**src/rtl/cbu_cascade_up_counter.sv**
```systemverilog
// Cascadable synchronous up-counter with preset, parallel load and combinational carry-out.
// Define CBU_MOD_LIMIT_EN to count modulo MODULUS instead of 2^WIDTH.
module cbu_cascade_up_counter #(
  parameter int WIDTH   = 4,
  parameter int MODULUS = 10
) (
  input  logic             CLK,
  input  logic             CDN,
  input  logic [WIDTH-1:0] D,
  input  logic             CAI,
  input  logic             PS,
  input  logic             LD,
  input  logic             EN,
  output logic [WIDTH-1:0] Q,
  output logic             CAO
);

  if ((WIDTH < 1) || (WIDTH > 16)) begin : g_bad_width
    $error("cbu_cascade_up_counter: WIDTH %0d outside 1..16", WIDTH);
  end
  if ((MODULUS < 2) || (MODULUS > (1 << WIDTH))) begin : g_bad_modulus
    $error("cbu_cascade_up_counter: MODULUS %0d outside 2..2^WIDTH", MODULUS);
  end

`ifdef CBU_MOD_LIMIT_EN
  localparam logic [WIDTH-1:0] TV = WIDTH'(MODULUS - 1);
`else
  localparam logic [WIDTH-1:0] TV = {WIDTH{1'b1}};
`endif
  localparam logic [WIDTH-1:0] ONE  = WIDTH'(1'b1);
  localparam logic [WIDTH-1:0] ZERO = {WIDTH{1'b0}};

  logic [WIDTH-1:0] q_r;
  logic [WIDTH-1:0] q_next_s;
  logic             at_s;

  // Terminal detection; the modulo build uses >= so loaded out-of-range values wrap on the next count.
`ifdef CBU_MOD_LIMIT_EN
  assign at_s = (q_r >= TV);
`else
  assign at_s = (q_r == TV);
`endif

  // Next-state selection: preset, then load, then count, then hold.
  always_comb begin
    q_next_s = q_r;
    if (PS) begin
      q_next_s = TV;
    end else if (LD) begin
      q_next_s = D;
    end else if (CAI && EN) begin
      if (at_s) begin
        q_next_s = ZERO;
      end else begin
        q_next_s = q_r + ONE;
      end
    end else begin
      q_next_s = q_r;
    end
  end

  // State register with asynchronous clear.
  always_ff @(posedge CLK or negedge CDN) begin
    if (!CDN) begin
      q_r <= ZERO;
    end else begin
      q_r <= q_next_s;
    end
  end

  assign Q = q_r;

  // Carry must be combinational so a cascade of stages rolls over on a single edge.
  assign CAO = CAI & EN & at_s;

endmodule

```
**config.mk**
```make
export PLATFORM = sky130hd
export DESIGN_NAME = cbu_cascade_up_counter
export DESIGN_NICKNAME = d
export VERILOG_FILES = /design/src/rtl/cbu_cascade_up_counter.sv
export SDC_FILE = /design/constraint.sdc
export NUM_CORES = 1
export LEC_CHECK = 0
export CAP_MARGIN = 20
export CELL_PAD_IN_SITES_DETAIL_PLACEMENT = 1
export CELL_PAD_IN_SITES_GLOBAL_PLACEMENT = 2
export CORE_AREA = 2 2 39 41
export CTS_CLUSTER_SIZE = 20
export DETAILED_ROUTE_END_ITERATION = 10
export DIE_AREA = 0 0 41 43
export DONT_BUFFER_PORTS = 1
export PLACE_DENSITY_LB_ADDON = 0.1
export RECOVER_POWER = 25
export SLEW_MARGIN = 30
export SYNTH_ARGS = -nofsm -noshare
export SYNTH_HDL_FRONTEND = slang
export SYNTH_SLANG_ARGS = --single-unit
```
**constraint.sdc**
```tcl
create_clock -name CLK -period 3.3 [get_ports CLK]
set_input_delay 0.99 -clock CLK [delete_from_list [all_inputs] [get_ports CLK]]
set_output_delay 0.99 -clock CLK [all_outputs]
set_load 0.01 [all_outputs]
```
After elaboration in Yosys (flattened, before gate mapping)
Index checks and enable logic that the tools add are counted.
{ "totals": {"ff_bits": 4, "in_bits": 10} }
{ "classes": {"addsub": 1, "n_eq_ne": 1, "muxes": 4, "n_bitwise": 2, "reduce_logical": 2} }
{ "ops": {"columns": ["cell", "count"], "rows": [
  ["two-way mux 4 bit", 4],
  ["adder 4 x 1 -> 4 bit, second input constant", 1],
  ["== test 4 bit, second input constant", 1],
  ["nonzero test 3 bit", 1],
  ["AND 1 bit", 2],
  ["logical AND 1 bit", 1]
]} }

Logic depth before layout (Yosys ltp)
{ "depth": {"word_depth": 5, "ltp_mapped": 4, "depth_no_buf": 4} }

Worst setup path after synthesis
No wires, ideal clock.
{ "synth_timing": {"kind": "in2out", "startpoint": "in CAI", "endpoint": "out CAO", "arrival_ns": 1.185, "required_ns": 2.310, "setup_slack_ns": 1.125, "path_stages": 1, "path_cell_list": "and3_2"} }
{ "synth_via": {"elab_chain_cells": 2} }
{ "synth_rtl": {"columns": ["item", "line_no", "rtl"], "rows": [
  ["start, declared", "10", "input logic CAI,"],
  ["AND 1 bit (2 in a row)", "74", "assign CAO = CAI & EN & at_s;"],
  ["end, declared", "15", "output logic CAO"]
]} }
No other way between the ends.

Worst setup path after layout
{ "layout_timing": {"startpoint": "reg q_r[0] (netlist: Q[0])", "endpoint": "out CAO"} }
{ "layout_via": {"elab_chain_cells": 2} }
{ "layout_rtl": {"columns": ["item", "line_no", "rtl"], "rows": [
  ["start, declared", "33", "logic [WIDTH-1:0] q_r;"],
  ["start signal, assigned", "67", "q_r <= q_next_s;"],
  ["== test 4 bit", "41", "assign at_s = (q_r == TV);"],
  ["AND 1 bit", "74", null]
]} }
No other way between the ends.

==> results.toml <==
[floorplanning]
die_h_um = 43
fp.dieW_um = 41
die_area_um2 = 1760
num_rows = 14
start_util = 0.233
ioPinCount = 15
core_area_um2 = 1380

[logic_synthesis]
syn_avg_cell_area_um2 = 10.4
synth_area_um2 = 323
synth.area.top_cells = "dfrtp_1 (31%), a2111oi_4 (8.5%), o41ai_2 (5.0%)"
synthCells = 31
ys_types = 23
yosysWarningCount = 0
yosysTopAreaCell = "dfrtp_1"
yosysSeqAreaShare = 0.310
synth_top_area_frac = 0.310
syn-num-nets = 42
ys_ff_latch = 4

[run]
maxCapViolCount = 0

[sta]
tightest_slew_ps = 296
clock_skew_ps = 0.177
period_share = 0.729
slew_viol_final = 0
relSlewSlack = 0.803
finalHoldViolCount = 0
worst_slack_ps = 895
fmax_mhz = 416
finalSetupTns_ps = 0
setup_violations = 0
rsz0062_at_grt = "false"
fin_hold_ws_ps = 452
period_needed_ps = 2410

[detailed_routing]
drt-initial-drc-count = 3
drtAntennaViolNets = 0
routedWlPerCell_um = 16.5
first_pass_iters = 3
routed_wl_um = 807
route.vias.total = 264
via_per_inst = 5.39
drc = 0

[clock_tree]
h-tree-depth = 1
clk_latency_ps = 230
cts_made_buffers = 3
post_cts_resized = 0
ctsLongestPathBuffers = 2
cts_tree = "built"
path_clk_slew_ps = 40
cts_setup_buffers = 0
hold_buffers = 0
cts_root_buffer = "clkbuf_4"
clock_sinks = 4

[worst_setup_path]
r2r_slack_ps = 1880
crit_slowest_cell = "dfrtp_1"
crit_fanout = 6
cp_cell_sequence = "ha_1, and3_1, and3_2"
worstSetupPathType = "reg -> out"
start_kind = "flop"
reg2reg_to = "Q[1]"
crit_buf_inv = 0
slowest_delay_ps = 460
worstSetupEndpointType = "output pin"
r2r_cells = 4
crit_arrival_ps = 1420
timing.rr.start = "Q[0]"
required_ps = 2310
cp_top_family = "flip-flops"

[cells_and_area]
largest_reg_flops = 4
syn_to_final_growth_pct = 9.69
drive_above_1_share = 0.303
antenna_cells = 0
fin_nets = 46
stdcell_area_um2 = 354

[global_route]
grt_pass1_wl_um = 1340
grt-ovfl-total = 0
first_global_vias = 289
grtUsageTotal = 0.115
antenna_found_initial = 0
grt_max_degree = 11

[power_and_ir_drop]
switching_power_mw = 0.0395
switching_share = 0.270
combPwrFrac = 0.168
p_seq_frac = 0.422
power.internal_mw = 0.107
power_leakage_nw = 0.134
power_density_nw_per_um2 = 414
ir_worst_vdd_mv = 0.142
power.share.clock = 0.411

[place]
dpl.hpwl_um = 651
place_congestion = 0.596
placed_area_um2 = 332
preCtsSetupSlack_ps = 1120
port-buffer-count = 0

[min_path]
hp-class = "in -> async"

[outcome]
outcome = "finished, final reports clean"
[cells by family after synthesis]
group,Yosys count,synth area share
AOI/OAI and AO/OA,12,0.384
buffers and inverters,3,0.0581
and+or+nand+nor,11,0.209
DFF,4,0.310
adders and majority gates,1,0.0388
[per-stage QoR]
step / utilization / cells / power [mW]
final: 0.256 / 49 / 0.147
after global routing: 0.256 / 49 / 0.160
after CTS: 0.256 / 49 / 0.151
after detailed placement: 0.240 / 46 / 0.0875
after global placement: 0.240 / 46 / 0.0867
after floorplan: - / 31 / 0.0844
[worst max-delay path by stage]
| stage | start | endpoint | slack [ps] | cells past startpoint |
|---|---|---|---|---|
| final | Q[0] | CAO | 890 | 3 |
| after global routing | Q[0] | CAO | 800 | 3 |
| after CTS | Q[0] | CAO | 870 | 3 |
| after detailed placement | CAI | CAO | 1120 | 1 |
| after global placement | CAI | CAO | 1120 | 1 |
| after floorplan | CAI | CAO | 1130 | 1 |
[area by class of cell]
cell class / count / area [um^2]
fillers: 168 / 1030
clock buffers: 3 / 22.5
flip-flops and latches: 4 / 100
well taps: 16 / 20.0
inverters: 2 / 7.51
multi-input cells: 24 / 204
[cells in the final DEF (no fill, tap or decap)]
cell type / n
a2111oi_4: 1
a211oi_1: 1
a21oi_1: 3
a221oi_2: 1
a2bb2oi_2: 1
and2_1: 1
and3_1: 2
and3_2: 1
and4b_1: 1
clkbuf_4: 3
dfrtp_1: 4
ha_1: 1
inv_1: 1
inv_2: 1
nand2_1: 1
nand2_2: 1
nand3_1: 1
nor2_1: 1
nor2b_1: 2
o21ai_0: 2
o21bai_1: 1
o32a_1: 1
o41ai_2: 1
[synth_stat cells]
library cell and instances:
a211oi_1 1, o41ai_2 1, a21oi_1 3, and3_1 2, and4b_1 1, nor2b_1 2
dfrtp_1 4, nand2_1 1, and3_2 1, nand2_2 1, inv_2 1, o21ai_0 2
inv_1 1, o32a_1 1, a221oi_2 1, and2_1 1, a2bb2oi_2 1, ha_1 1
nor2_1 1, buf_6 1, nand3_1 1, a2111oi_4 1, o21bai_1 1
[power groups by stage]
stage | Clock (mW) | Sequential, mW | Combinational [mW]
after floorplan | 0 | 0.0604 | 0.0240
after global placement | 0 | 0.0625 | 0.0243
after detailed placement | 0 | 0.0627 | 0.0248
after CTS | 0.0639 | 0.0620 | 0.0250
after global routing | 0.0695 | 0.0629 | 0.0278
final | 0.0602 | 0.0618 | 0.0245
[routing by layer]
layer | part of all wire | track usage | wire length (um) | vias up
li1 | - | - | - | 124
met1 | 0.40 | 0.143 | 325 | 124
met2 | 0.48 | 0.166 | 389 | 14
met3 | 0.10 | 0.0262 | 83 | 2
met4 | 0.0099 | 0.0800 | 8 | 0
met5 | 0 | 0 | 0 | -
Power figures use the tool's default switching activity.
==> RTL change: new RTL, config.mk and constraints unchanged <==
The option `CBU_MOD_LIMIT_EN` is turned on by a define.
--- a/src/rtl/cbu_cascade_up_counter.sv
+++ b/src/rtl/cbu_cascade_up_counter.sv
@@ -2,2 +2,4 @@
 // Define CBU_MOD_LIMIT_EN to count modulo MODULUS instead of 2^WIDTH.
+`define CBU_MOD_LIMIT_EN
+
 module cbu_cascade_up_counter #(
Function: changed (Yosys sat finds a counterexample within 4 cycles, from zero or initial values).
==> RTL change against the original RTL <==
  * Clock skew increased by 0.0029 ns
  * Maximum frequency decreased by 11%
  * Sequential power down 1%
  * Routed wire length grew 9.5%
  * Synthesized cell count increased by 6.5%
  * Cell area up 0.71%
  * Highest routed layer unchanged
  * Synthesized area fell by 1.2%
  * Setup slack got worse by 0.29 ns
  * Power is 3.2% lower
  * Die area unchanged
  * Sequential cell count did not move
  * Worst hold slack about the same
==> RTL change: results (changes against the original RTL) <==
Status = complete, no violations
Reg2reg path depth = 5 (+1)
Area contributors post-synth = dfrtp_1 (31%), ha_1 (12%), a21oi_1 (6.3%), o311ai_2 (5.1%), nor2b_1 (3.9%)
First-pass GRT wire length = 1.283 mm (-4.1%)
Net switching power = 0.00003718 W (-5.9%)
Pre-CTS setup slack = 0.8401 ns (-0.2803 ns)
Routed length per instance = 17.33 µm (+5.2%)
Metal2 WL = 413 µm (+6.2%)
Layout cells sized above 1 = 0.1429 (-0.1602)
Critical path peak fanout = 4 (-2)
Met2 usage = 0.1594 (-0.006250)
Min Clock Period, post-route = 2.699 ns (+0.2932 ns)
Overall routing resource usage = 0.1160 (+0.001241)
Gpl congestion = 0.6466 (+8.4%)
Max rail drop VDD = 0.1428 mV (+0.45%)
Worst Path Arrival = 1.71 ns (+0.29 ns)
Synth unique cells = 22 (-4.3%)
Fill cells = 169 (+0.60%)
Post-synth top cells = a21oi_1 (4), dfrtp_1 (4), ha_1 (3), inv_1 (3), nor2b_1 (2)
Met3 GRT Util = 0.03665 (+0.01047)
Met1 WL = 355 µm (+9.2%)
Final nets = 50 (+8.7%)
DP HPWL = 733.2 µm (+13%)
CP endpoint = CAO
Kind of cell adding the most delay to the critical path = simple AND/OR/NAND/NOR gates
Multiplexer share of the synthesized area = 0.03529 (+0.03529)
Largest register FFs = 4 (unchanged)
Leak pwr = 0.1478 nW (+10%)
R2R Setup Slk = 1.62 ns (-0.26 ns)
Slew headroom = 0.7986 (-0.004160)
Synth Area in Compound Gates = 0.2784 (-0.1053)
Adder-cell share of the synthesized area = 0.1176 (+0.07889)
Placed cells = 48 (+4.3%)
Clk. pwr = 0.0000597 W (-0.8%)
DRT Pass-1 Iters = 4 (+1)
Mapped Nets = 46 (+9.5%)
R2r startpoint = Q[1]
Met3 wire length = 102 µm (+23%)
DR vias = 275 (+4.2%)
Register area share after synthesis = 0.3137 (+0.003648)
Largest net degree at the start of global routing = 10 (-1)
Area after DPL = 334.1 µm² (+0.75%)
Pwr per Cell Area = 397.6 mW/mm² (-3.9%)
Reg power frac = 0.430 (+0.008)
Final Skew = 0.003068 ns (+0.002891 ns)
Critical R2R Capture = Q[0]
GR Util met1 = 0.1373 (-0.005602)
Synth Area per Inst = 9.668 µm² (-7.2%)
Critical path's slowest cell = dfrtp_1
Non-filler cells, final = 51 (+4.1%)
==> RTL change: worst min path at each step <==
stage	depth (start not counted)	endpoint	slack, ns	from
3_5_place_dp	0	Q[2]	0.69	CDN
5_1_grt	0	Q[1]	0.44	CDN
6_report	0	Q[2]	0.45	CDN
3_3_place_gp	1	Q[0]	0.67	Q[0]
2_1_floorplan	1	Q[0]	0.60	Q[0]
4_1_cts	0	Q[2]	0.44	CDN
==> RTL change: cell families after synthesis <==
kind of cell,after synthesis
buf+inv,4
fa+ha+maj,3
compound gates,12
simple gates,9
mux,1
flops,4
==> RTL change: area by class of cell <==
| class | count | area [µm²] | share of cell area |
|---|---|---|---|
| clock buffers | 3 | 22.52 | 0.06316 |
| inverters | 3 | 11.26 | 0.03158 |
| flip-flops and latches | 4 | 100.1 | 0.2807 |
| multi-input cells | 25 | 202.7 | 0.5684 |
| well taps | 16 | 20.02 | 0.05614 |
